[src/rtl/udp_rx_filter_if.sv]
// udp_rx_filter_if: AXI4-Stream byte channel (data, valid, ready, last, user).
// The filter takes the slave view on its input and the master view on its output.
interface udp_rx_filter_if;
  logic [7:0] tdata;
  logic       tvalid;
  logic       tready;
  logic       tlast;
  logic       tuser;

  modport master (
    output tdata,
    output tvalid,
    output tlast,
    output tuser,
    input  tready
  );

  modport slave (
    input  tdata,
    input  tvalid,
    input  tlast,
    input  tuser,
    output tready
  );
endinterface

[src/rtl/udp_rx_filter.sv]
// udp_rx_filter: sits between the MAC rx stream and header_skip.
// Buffers the first HEADER_LEN bytes of every frame, checks ethertype IPv4,
// version/IHL 0x45, protocol UDP and the UDP destination port, then either
// replays the header and passes the payload through, or swallows the frame.
// Optional build macro MAC_FILTER_EN: additionally require the destination
// MAC (bytes 0-5) to be LOCAL_MAC or broadcast.
module udp_rx_filter #(
  parameter int          HEADER_LEN = 42,
  parameter logic [15:0] UDP_PORT   = 16'd26400,
  parameter logic [47:0] LOCAL_MAC  = 48'h02_00_00_00_00_01
) (
  input  logic            clk,
  input  logic            rst,
  udp_rx_filter_if.slave  s_axis,
  udp_rx_filter_if.master m_axis,
  output logic [31:0]     stat_accepted,
  output logic [31:0]     stat_dropped,
  output logic            drop_pulse
);

  // Byte counter covers 0..HEADER_LEN-1; replay index also needs HEADER_LEN
  // to mark "every header byte has been handed to the output register".
  localparam int               CNT_W    = $clog2(HEADER_LEN);
  localparam int               IDX_W    = $clog2(HEADER_LEN + 1);
  localparam logic [CNT_W-1:0] LAST_CNT = CNT_W'(HEADER_LEN - 1);
  localparam logic [IDX_W-1:0] IDX_END  = IDX_W'(HEADER_LEN);
  localparam logic [IDX_W-1:0] IDX_LAST = IDX_W'(HEADER_LEN - 1);

  typedef enum logic [1:0] {
    S_HDR,
    S_REPLAY,
    S_PASS,
    S_DROP
  } state_t;

  state_t r_state;
  state_t w_state_next;

  // Header store: written while collecting, read one byte at a time on replay.
  logic [7:0]       r_hdr_buf [HEADER_LEN];

  logic [CNT_W-1:0] r_cnt;
  logic             r_match;
  logic             r_last_seen;
  logic             r_last_user;
  logic [IDX_W-1:0] r_rd_idx;
  logic [7:0]       r_out_data;
  logic             r_out_valid;
  logic             r_out_last;
  logic             r_out_user;
  logic [31:0]      r_stat_acc;
  logic [31:0]      r_stat_drop;
  logic             r_drop_pulse;

  logic             w_hdr_acc;
  logic             w_hdr_last_byte;
  logic             w_field_ok;
  logic             w_mac_ok;
  logic             w_match_final;
  logic             w_out_xfer;
  logic             w_go_replay;
  logic             w_drop_evt;
  logic             w_accept_evt;
  logic             w_rd_en;
  logic [CNT_W-1:0] w_rd_addr;

  assign w_hdr_acc       = (r_state == S_HDR) && s_axis.tvalid && !rst;
  assign w_hdr_last_byte = (r_cnt == LAST_CNT);
  assign w_out_xfer      = r_out_valid && m_axis.tready;
  assign w_match_final   = r_match && w_field_ok && w_mac_ok;

  // Per-byte field check for the byte currently being accepted.
  always_comb begin
    w_field_ok = 1'b1;
    case (r_cnt)
      CNT_W'(12): w_field_ok = (s_axis.tdata == 8'h08);
      CNT_W'(13): w_field_ok = (s_axis.tdata == 8'h00);
      CNT_W'(14): w_field_ok = (s_axis.tdata == 8'h45);
      CNT_W'(23): w_field_ok = (s_axis.tdata == 8'h11);
      CNT_W'(36): w_field_ok = (s_axis.tdata == UDP_PORT[15:8]);
      CNT_W'(37): w_field_ok = (s_axis.tdata == UDP_PORT[7:0]);
      default:    w_field_ok = 1'b1;
    endcase
  end

`ifdef MAC_FILTER_EN
  logic [5:0] w_local_hit;
  logic       w_mac_byte;
  logic       w_local_ok;
  logic       w_bcast_ok;
  logic       r_mac_local;
  logic       r_mac_bcast;

  for (genvar gi = 0; gi < 6; gi++) begin : g_mac_cmp
    assign w_local_hit[gi] = (r_cnt == CNT_W'(gi)) &&
                             (s_axis.tdata == LOCAL_MAC[47-8*gi -: 8]);
  end

  assign w_mac_byte = (r_cnt < CNT_W'(6));
  assign w_local_ok = !w_mac_byte || (|w_local_hit);
  assign w_bcast_ok = !w_mac_byte || (s_axis.tdata == 8'hFF);

  // Track "all dst bytes so far equal LOCAL_MAC" and "all equal FF" separately.
  always_ff @(posedge clk) begin
    if (rst) begin
      r_mac_local <= 1'b0;
      r_mac_bcast <= 1'b0;
    end else if (w_hdr_acc) begin
      if (r_cnt == '0) begin
        r_mac_local <= w_local_ok;
        r_mac_bcast <= w_bcast_ok;
      end else begin
        r_mac_local <= r_mac_local & w_local_ok;
        r_mac_bcast <= r_mac_bcast & w_bcast_ok;
      end
    end
  end

  assign w_mac_ok = r_mac_local | r_mac_bcast;
`else
  // Destination MAC is ignored in this build; LOCAL_MAC folds to a constant
  // that nothing consumes.
  logic w_unused_local_mac;
  assign w_unused_local_mac = ^LOCAL_MAC;
  assign w_mac_ok           = 1'b1;
`endif

  // Next-state, handshake and output steering.
  always_comb begin
    w_state_next  = r_state;
    w_go_replay   = 1'b0;
    w_drop_evt    = 1'b0;
    w_accept_evt  = 1'b0;
    w_rd_en       = 1'b0;
    w_rd_addr     = '0;
    s_axis.tready = 1'b0;
    m_axis.tdata  = r_out_data;
    m_axis.tvalid = r_out_valid;
    m_axis.tlast  = r_out_last;
    m_axis.tuser  = r_out_user;
    case (r_state)
      S_HDR: begin
        s_axis.tready = !rst;
        if (w_hdr_acc) begin
          if (w_hdr_last_byte) begin
            if (w_match_final) begin
              w_state_next = S_REPLAY;
              w_go_replay  = 1'b1;
              w_rd_en      = 1'b1;
              w_rd_addr    = '0;
            end else begin
              w_drop_evt   = 1'b1;
              w_state_next = s_axis.tlast ? S_HDR : S_DROP;
            end
          end else if (s_axis.tlast) begin
            // Runt: frame ended before the decision point.
            w_drop_evt = 1'b1;
          end
        end
      end
      S_REPLAY: begin
        if (w_out_xfer) begin
          if (r_rd_idx == IDX_END) begin
            w_accept_evt = 1'b1;
            w_state_next = r_last_seen ? S_HDR : S_PASS;
          end else begin
            w_rd_en   = 1'b1;
            w_rd_addr = r_rd_idx[CNT_W-1:0];
          end
        end
      end
      S_PASS: begin
        m_axis.tdata  = s_axis.tdata;
        m_axis.tvalid = s_axis.tvalid;
        m_axis.tlast  = s_axis.tlast;
        m_axis.tuser  = s_axis.tuser;
        s_axis.tready = m_axis.tready && !rst;
        if (s_axis.tvalid && m_axis.tready && s_axis.tlast) begin
          w_state_next = S_HDR;
        end
      end
      S_DROP: begin
        s_axis.tready = !rst;
        if (s_axis.tvalid && s_axis.tlast) begin
          w_state_next = S_HDR;
        end
      end
      default: w_state_next = S_HDR;
    endcase
  end

  // Header capture port of the buffer.
  always_ff @(posedge clk) begin
    if (w_hdr_acc) begin
      r_hdr_buf[r_cnt] <= s_axis.tdata;
    end
  end

  // Registered read port doubles as the replay output data register; it only
  // advances on a transfer so data holds steady under backpressure.
  always_ff @(posedge clk) begin
    if (w_rd_en) begin
      r_out_data <= r_hdr_buf[w_rd_addr];
    end
  end

  // State register, header bookkeeping, replay sequencing and statistics.
  always_ff @(posedge clk) begin
    if (rst) begin
      r_state      <= S_HDR;
      r_cnt        <= '0;
      r_match      <= 1'b0;
      r_last_seen  <= 1'b0;
      r_last_user  <= 1'b0;
      r_rd_idx     <= '0;
      r_out_valid  <= 1'b0;
      r_out_last   <= 1'b0;
      r_out_user   <= 1'b0;
      r_stat_acc   <= '0;
      r_stat_drop  <= '0;
      r_drop_pulse <= 1'b0;
    end else begin
      r_state <= w_state_next;

      if (w_hdr_acc) begin
        r_cnt   <= (w_hdr_last_byte || s_axis.tlast) ? '0 : r_cnt + 1'b1;
        r_match <= (r_cnt == '0) ? w_field_ok : (r_match & w_field_ok);
      end

      if (w_go_replay) begin
        r_last_seen <= s_axis.tlast;
        r_last_user <= s_axis.tuser;
        r_rd_idx    <= IDX_W'(1);
        r_out_valid <= 1'b1;
        r_out_last  <= 1'b0;
        r_out_user  <= 1'b0;
      end else if (w_out_xfer) begin
        if (r_rd_idx == IDX_END) begin
          r_out_valid <= 1'b0;
          r_out_last  <= 1'b0;
          r_out_user  <= 1'b0;
        end else begin
          r_rd_idx   <= r_rd_idx + 1'b1;
          r_out_last <= (r_rd_idx == IDX_LAST) && r_last_seen;
          r_out_user <= (r_rd_idx == IDX_LAST) && r_last_seen && r_last_user;
        end
      end

      if (w_accept_evt) begin
        r_stat_acc <= r_stat_acc + 32'd1;
      end
      if (w_drop_evt) begin
        r_stat_drop <= r_stat_drop + 32'd1;
      end
      r_drop_pulse <= w_drop_evt;
    end
  end

  assign stat_accepted = r_stat_acc;
  assign stat_dropped  = r_stat_drop;
  assign drop_pulse    = r_drop_pulse;

endmodule

[src/flat_wrapper.sv]
// flat-port wrapper written by rule: the top's interface ports become plain ports
module udp_rx_filter_flat 
#(
  parameter int          HEADER_LEN = 42,
  parameter logic [15:0] UDP_PORT   = 16'd26400,
  parameter logic [47:0] LOCAL_MAC  = 48'h02_00_00_00_00_01
)
  (clk, rst, stat_accepted, stat_dropped, drop_pulse, s_axis_tdata, s_axis_tvalid, s_axis_tlast, s_axis_tuser, s_axis_tready, m_axis_tdata, m_axis_tvalid, m_axis_tlast, m_axis_tuser, m_axis_tready);
  udp_rx_filter_if s_axis_i ();
  udp_rx_filter_if m_axis_i ();
  input  logic clk;
  input  logic rst;
  output logic [31:0] stat_accepted;
  output logic [31:0] stat_dropped;
  output logic drop_pulse;
  input wire logic [$bits(s_axis_i.tdata)-1:0] s_axis_tdata;
  input wire logic [$bits(s_axis_i.tvalid)-1:0] s_axis_tvalid;
  input wire logic [$bits(s_axis_i.tlast)-1:0] s_axis_tlast;
  input wire logic [$bits(s_axis_i.tuser)-1:0] s_axis_tuser;
  output wire logic [$bits(s_axis_i.tready)-1:0] s_axis_tready;
  output wire logic [$bits(m_axis_i.tdata)-1:0] m_axis_tdata;
  output wire logic [$bits(m_axis_i.tvalid)-1:0] m_axis_tvalid;
  output wire logic [$bits(m_axis_i.tlast)-1:0] m_axis_tlast;
  output wire logic [$bits(m_axis_i.tuser)-1:0] m_axis_tuser;
  input wire logic [$bits(m_axis_i.tready)-1:0] m_axis_tready;
  assign s_axis_i.tdata = s_axis_tdata;
  assign s_axis_i.tvalid = s_axis_tvalid;
  assign s_axis_i.tlast = s_axis_tlast;
  assign s_axis_i.tuser = s_axis_tuser;
  assign s_axis_tready = s_axis_i.tready;
  assign m_axis_tdata = m_axis_i.tdata;
  assign m_axis_tvalid = m_axis_i.tvalid;
  assign m_axis_tlast = m_axis_i.tlast;
  assign m_axis_tuser = m_axis_i.tuser;
  assign m_axis_i.tready = m_axis_tready;
  udp_rx_filter #(.HEADER_LEN(HEADER_LEN), .UDP_PORT(UDP_PORT), .LOCAL_MAC(LOCAL_MAC)) u_core (.clk(clk), .rst(rst), .s_axis(s_axis_i), .m_axis(m_axis_i), .stat_accepted(stat_accepted), .stat_dropped(stat_dropped), .drop_pulse(drop_pulse));
endmodule
[config.mk]
export PLATFORM = sky130hd
export DESIGN_NAME = udp_rx_filter_flat
export DESIGN_NICKNAME = d
export VERILOG_FILES = /design/src/rtl/udp_rx_filter_if.sv /design/src/rtl/udp_rx_filter.sv /design/src/flat_wrapper.sv
export SDC_FILE = /design/constraint.sdc
export NUM_CORES = 1
export LEC_CHECK = 0
export CAP_MARGIN = 20
export CORE_ASPECT_RATIO = 1.5
export CORE_MARGIN = 5
export CORE_UTILIZATION = 45
export CTS_CLUSTER_DIAMETER = 50
export DETAILED_ROUTE_END_ITERATION = 8
export MAX_ROUTING_LAYER = met4
export SLEW_MARGIN = 20
export SYNTH_ARGS = -nofsm -noshare
export SYNTH_HDL_FRONTEND = slang
export SYNTH_SLANG_ARGS = --single-unit
[constraint.sdc]
create_clock -name clk -period 3.1 [get_ports clk]
set_input_delay 0.31 -clock clk [delete_from_list [all_inputs] [get_ports clk]]
set_output_delay 0.31 -clock clk [all_outputs]
set_load 0.01 [all_outputs]
Word-level counts from Yosys, hierarchy flattened --
Memories as Yosys holds them, arrays and structs flattened. A register that Yosys moved wholly into a read port is not among the register bits. Index checks and enable logic that the tools add are counted.
Word-level totals: register bits 85, memory bits (writable) 336, bits of input ports 14, output and inout port bits 77, memories 1
Operators by class: $add $sub $neg 4, eq/ne operators 24, muxes and demuxes 46, bitwise gates (word level) 2, reduce and logical (&&, ||, !) cells 23
Memory list:
- u_core.r_hdr_buf | depth 42, width 8, rd ports 1, clocked after memory_dff 1, wr ports 1, RTL line udp_rx_filter.sv:40 | logic [7:0] r_hdr_buf [HEADER_LEN];
Operators with widths (count):
- $add A32 B1 Y32 const B | 2
- $eq A6 B6 Y1 const B | 5
- $mux W1 | 28
- $mux W6 | 4
- $eq A6 B4 Y1 const B | 3
- $mux W2 | 9
- $eq A8 B7 Y1 const B | 2
- $ne A2 B1 Y1 const B | 7
- $add A6 B1 Y6 const B | 2
- $logic_and A1 B1 Y1 | 10
- $eq A8 B4 Y1 const B | 1
- $eq A8 B5 Y1 const B | 1
- $eq A8 B6 Y1 const B | 1
- $logic_not A8 Y1 | 1
- $mux W8 | 1
- $pmux W2 S4 | 1
- $eq A6 B5 Y1 const B | 1
- $logic_not A6 Y1 | 1
- $pmux W1 S6 | 1
- $reduce_and A2 Y1 | 3
- $reduce_and A6 Y1 | 1
- $eq A2 B2 Y1 const B | 2
- $pmux W1 S2 | 2
- $reduce_bool A2 Y1 | 2
- other kinds (7) | 8

Logic depth before layout (Yosys ltp) --
word-level depth 9, depth in mapped cells 15

Worst setup path before layout --
Ideal clock, no wire load.
kind flip-flop to flip-flop, start register u_core.r_rd_idx[0], end register u_core.r_out_data[5], read port of u_core.r_hdr_buf, data pin, setup time 0.268 ns, arrival time 3.158 ns, required time 2.832 ns, setup slack -0.326 ns, stages on the path, launching flop included 16, buffers on the path 7, clock period less this slack 3.426 ns, cell sequence dfxtp_1 > clkbuf_1 > inv_1 > clkbuf_1 > clkbuf_1 > buf_1 > ha_1 > clkbuf_2 > inv_1 > o211ai_2 > buf_2 > clkbuf_1 > mux2i_1 > o22ai_1 > a31oi_1 > nand4_1
Between the ends: longest elaborated chain between the ends 4, elaborated cells on any way between the ends 7
Ends and longest elaborated chain:
- start, declared | RTL line udp_rx_filter.sv:46 | logic [IDX_W-1:0] r_rd_idx;
- start signal, assigned | RTL line udp_rx_filter.sv:243 | r_rd_idx <= r_rd_idx + 1'b1;
- $eq A6 B6 Y1 | RTL line udp_rx_filter.sv:163 | if (r_rd_idx == IDX_END) begin
- $mux W1 or $mux W6 (tied branches) | RTL line udp_rx_filter.sv:163
- $mux W1 or $mux W6 (tied branches) | RTL line udp_rx_filter.sv:162 | if (w_out_xfer) begin
- $pmux W1 S2 or $mux W6 (tied branches)
- end, declared | RTL line udp_rx_filter.sv:47 | logic [7:0] r_out_data;
Several ways; a longest one is shown, not always the timed one. A chain may end at the register's enable or synchronous reset.

Final worst setup path --
start register u_core.r_state[1], end register u_core.r_out_data[5], read port of u_core.r_hdr_buf, data pin
Between the ends: longest elaborated chain between the ends 5, elaborated cells on any way between the ends 7
Ends and longest elaborated chain:
- start, declared | RTL line udp_rx_filter.sv:36 | state_t r_state;
- start signal, assigned | RTL line udp_rx_filter.sv:223 | r_state <= w_state_next;
- $logic_not A2 Y1 | RTL line udp_rx_filter.sv:67, udp_rx_filter.sv:141
- $logic_and A1 B1 Y1 (2 in series) | RTL line udp_rx_filter.sv:67 | assign w_hdr_acc = (r_state == S_HDR) && s_axis.tvalid && !rst;
- $mux W1 | RTL line udp_rx_filter.sv:144 | if (w_hdr_acc) begin
- $pmux W1 S2 | RTL line udp_rx_filter.sv:141 | case (r_state)
Several ways; a longest one is shown, not always the timed one.

==> metrics.cfg <==
[finish]
diodes = 0
area_delta_synth_final_pct = 19.6
post_route_cells_drive_above_1_share_pct = 13.9
final_nets = 1604

[clocking]
clockRootBuffer = clkbuf_16
clk_latency_ps = 550
ctsResizeCount = 0
htree_levels = 2
cts_hold_buf = 0
clkTransAtPathRegs_ps = 60
clock_path_buffers = 3
cts_buffers = 42
tritoncts = yes
cts_setup_buffers = 0
cts_sinks = 429

[timing]
period_minus_slack_ps = 2880
grt_setup_unrepaired = no
period_share_pct = 93.0
setup_violations = 0
clock-skew-final_ps = 11.0
hold_viol = 0
tns_ps = 0
tightest_slew_ps = 744
holdWs_ps = 91.8
relSlewSlack_pct = 50.4
fmax_mhz = 347
slew_viol_final = 0

[drt]
drcViolationCount = 0
m1WireLength_um = 18400
totalWireLength_um = 48100
wl_met3_um = 2530
drt_iter0_drc = 813
ant_nets = 0
top_layer = met4
first_pass_iters = 7
vias = 11844
wl_met2_um = 25400
wire_per_inst_um = 22.8
drt-vias-per-instance = 5.61

[logic_synthesis]
ys_seq_elements = 429
synthDistinctLibCells = 60
syn-cell-area_mm2 = 0.0180
yosysWarnings = 0
synthSimpleGateAreaFrac_pct = 12.6
async_flop_share_pct = 0
synth_edf_count = 344
synth_nets = 1435
yosysSeqAreaShare_pct = 66.7
synth_fa_ha_area_share_pct = 0.902
synth_top_area_share_pct = 57.3
synth_top_area_cell = edfxtp_1
synth_xor_area_share_pct = 2.96
synth_top_family_by_area = simple AND/OR/NAND/NOR gates
synth_top_flop_cell = edfxtp_1
synth_compound_area_share_pct = 8.07
synthesis.instances = 1408
synthMuxAreaShare_pct = 6.36
synth.area.top_cells = edfxtp_1, dfxtp_1, mux2i_1
avgSynthCellArea_um2 = 12.8

[setup_path]
r2r_start = u_core.r_state[1]$_SDFFE_PP0P_
startpoint = u_core.r_state[1]$_SDFFE_PP0P_
critPathRequiredTime_ps = 3370
critPathKind = reg2reg
critPathMaxFanout = 14
worstSetupStartpointType = flip-flop
setup.worst_path.end_class = flip-flop
critPathArrivalTime_ps = 3150

[floorplan]
io_pins = 91
die_h_um = 255
initial_core_util_pct = 45.6
die_area_mm2 = 0.0442
rows = 89
core-area_mm2 = 0.0395
die_x_um = 173

[min_path]
hp-start = rst
hold_path_class = in2reg

[global_route]
grt_usage_pct = 22.2
grt_max_degree = 67
grt_overflow_total = 0
grt_pass1_vias = 12100
antenna_found_initial = 0
grt_pass1_wl_um = 73000

[placed_design]
dp_hpwl_um = 33300
gp_congestion = 0.942
numPortBuffers = 90

[run]
drv_cap = 0

[power_and_ir_drop]
p_leak_nw = 7.57
powerDensity_mw_per_mm2 = 577
peakVddDrop_mv = 0.412

[run_status]
outcome = finished clean

[state kept, by name (all words and copies together) (netlist names)]
| signal | count |
|---|---|
| u_core.r_hdr_buf | 336 |
| u_core.stat_accepted | 32 |
| u_core.stat_dropped | 32 |
| u_core.r_out_data | 8 |
| u_core.r_cnt | 6 |
| u_core.r_rd_idx | 6 |
| u_core.r_state | 2 |
| u_core.drop_pulse | 1 |
| u_core.r_last_seen | 1 |
| u_core.r_last_user | 1 |
| u_core.r_match | 1 |
| u_core.r_out_last | 1 |
| u_core.r_out_user | 1 |
| u_core.r_out_valid | 1 |
[worst max-delay path, stage by stage (launching register included)]
cell and delay (ps):
dfxtp_1 330, inv_1 110, ha_1 270, and3_1 370
o211ai_4 210, buf_4 250, o22ai_1 140, a221oi_1 100
or4_1 480, o211ai_1 220, nand4_1 120
[layer usage]
layer,track usage (%),vias up
met3,3.03,99
met2,40.3,393
met5,-,-
met1,25.0,5754
li1,-,5598
met4,8.33,0
[cell usage in the layout (no fill, tap or decap), types with 5 or more instances in the layout]
master,count
a21oi_1,55
a221oi_1,9
a2bb2oi_1,8
a31oi_1,18
and2_1,8
and3_1,10
and4_1,9
buf_12,5
buf_2,9
buf_4,102
bufinv_16,6
clkbuf_16,46
clkdlybuf4s50_1,81
clkinv_1,7
clkinvlp_4,5
dfxtp_1,84
edfxtp_1,344
ha_1,13
inv_1,28
mux2_2,20
mux2i_1,92
nand2_1,125
nand2b_1,8
nand3_1,39
nand4_1,25
nor2_1,152
nor3_1,17
o211ai_1,9
o21ai_0,61
o221ai_1,17
o22ai_1,40
or3_1,30
or4_1,8
xnor2_1,19
xor2_1,42
[report_power, final]
group	internal [W]	switching, W	total [W]
sequential	0.00626	0.0000335	0.00629
combinational	0.000259	0.000415	0.000674
clock	0.00325	0.00221	0.00546
total	0.00977	0.00266	0.0124
[cells in the mapped netlist (2+ instances only)]
library cell  count
a2111o_1          2
a211oi_1          3
a21oi_1          55
a221oi_1          9
a22oi_1           2
a2bb2oi_1         8
a31oi_1          18
and2_1            8
and3_1           10
and4_1            9
buf_1             7
buf_2            21
buf_4             4
clkbuf_1         38
dfxtp_1          85
edfxtp_1        344
ha_1             13
inv_1            28
mux2_2           20
mux2i_1          92
nand2_1         125
nand2b_1          8
nand3_1          39
nand3b_1          2
nand4_1          25
nor2_1          152
nor2b_1           4
nor3_1           17
nor3_2            2
nor4_1            4
nor4_4            3
nor4b_1           2
o211ai_1          9
o21ai_0          61
o221ai_1         17
o22ai_1          40
or2_2             4
or3_1            30
or4_1             8
xnor2_1          19
xor2_1           42
[cell families (layout without fill, tap and decap cells)]
logic type,after synthesis,after routing
flops,429,429
xor+xnor,61,61
compound gates,232,232
buf+inv,100,303
simple gates,461,461
fa+ha+maj,13,13
mux,112,112
[layout make-up]
cell class | count | area, um^2
sequential | 429 | 12000
clock buffer | 51 | 1190
clock inverter | 27 | 304
multi-input combinational | 879 | 5580
fill | 3321 | 18000
inverter | 28 | 105
tap | 500 | 626
timing repair buffer | 197 | 1720
[per-stage QoR]
stage / util [%] / setup slack (ps) / instance area [um^2] / total power, W / instances
finish: 54.5 / 217 / 21600 / 0.0124 / 2111
global route: 54.5 / 49.9 / 21600 / 0.0128 / 2111
CTS: 54.5 / 245 / 21600 / 0.0125 / 2111
detailed placement: 50.8 / 148 / 20100 / 0.00709 / 2033
global placement: 50.8 / 180 / 20100 / 0.00708 / 2033
floorplan: - / 4.36 / 18000 / 0.00674 / 1408
[final timing paths]
path / to / slack (ps) / cells after the start
max: u_core.r_out_data[5]$_DFFE_PP_ / 220 / 10
min: u_core.r_state[0]$_SDFFE_PP0P_ / 90 / 2
max reg2reg: u_core.r_out_data[5]$_DFFE_PP_ / 220 / 10
min reg2reg: u_core.r_last_user$_SDFFE_PP0P_ / 490 / 2
(Power assumes the default switching activity.)
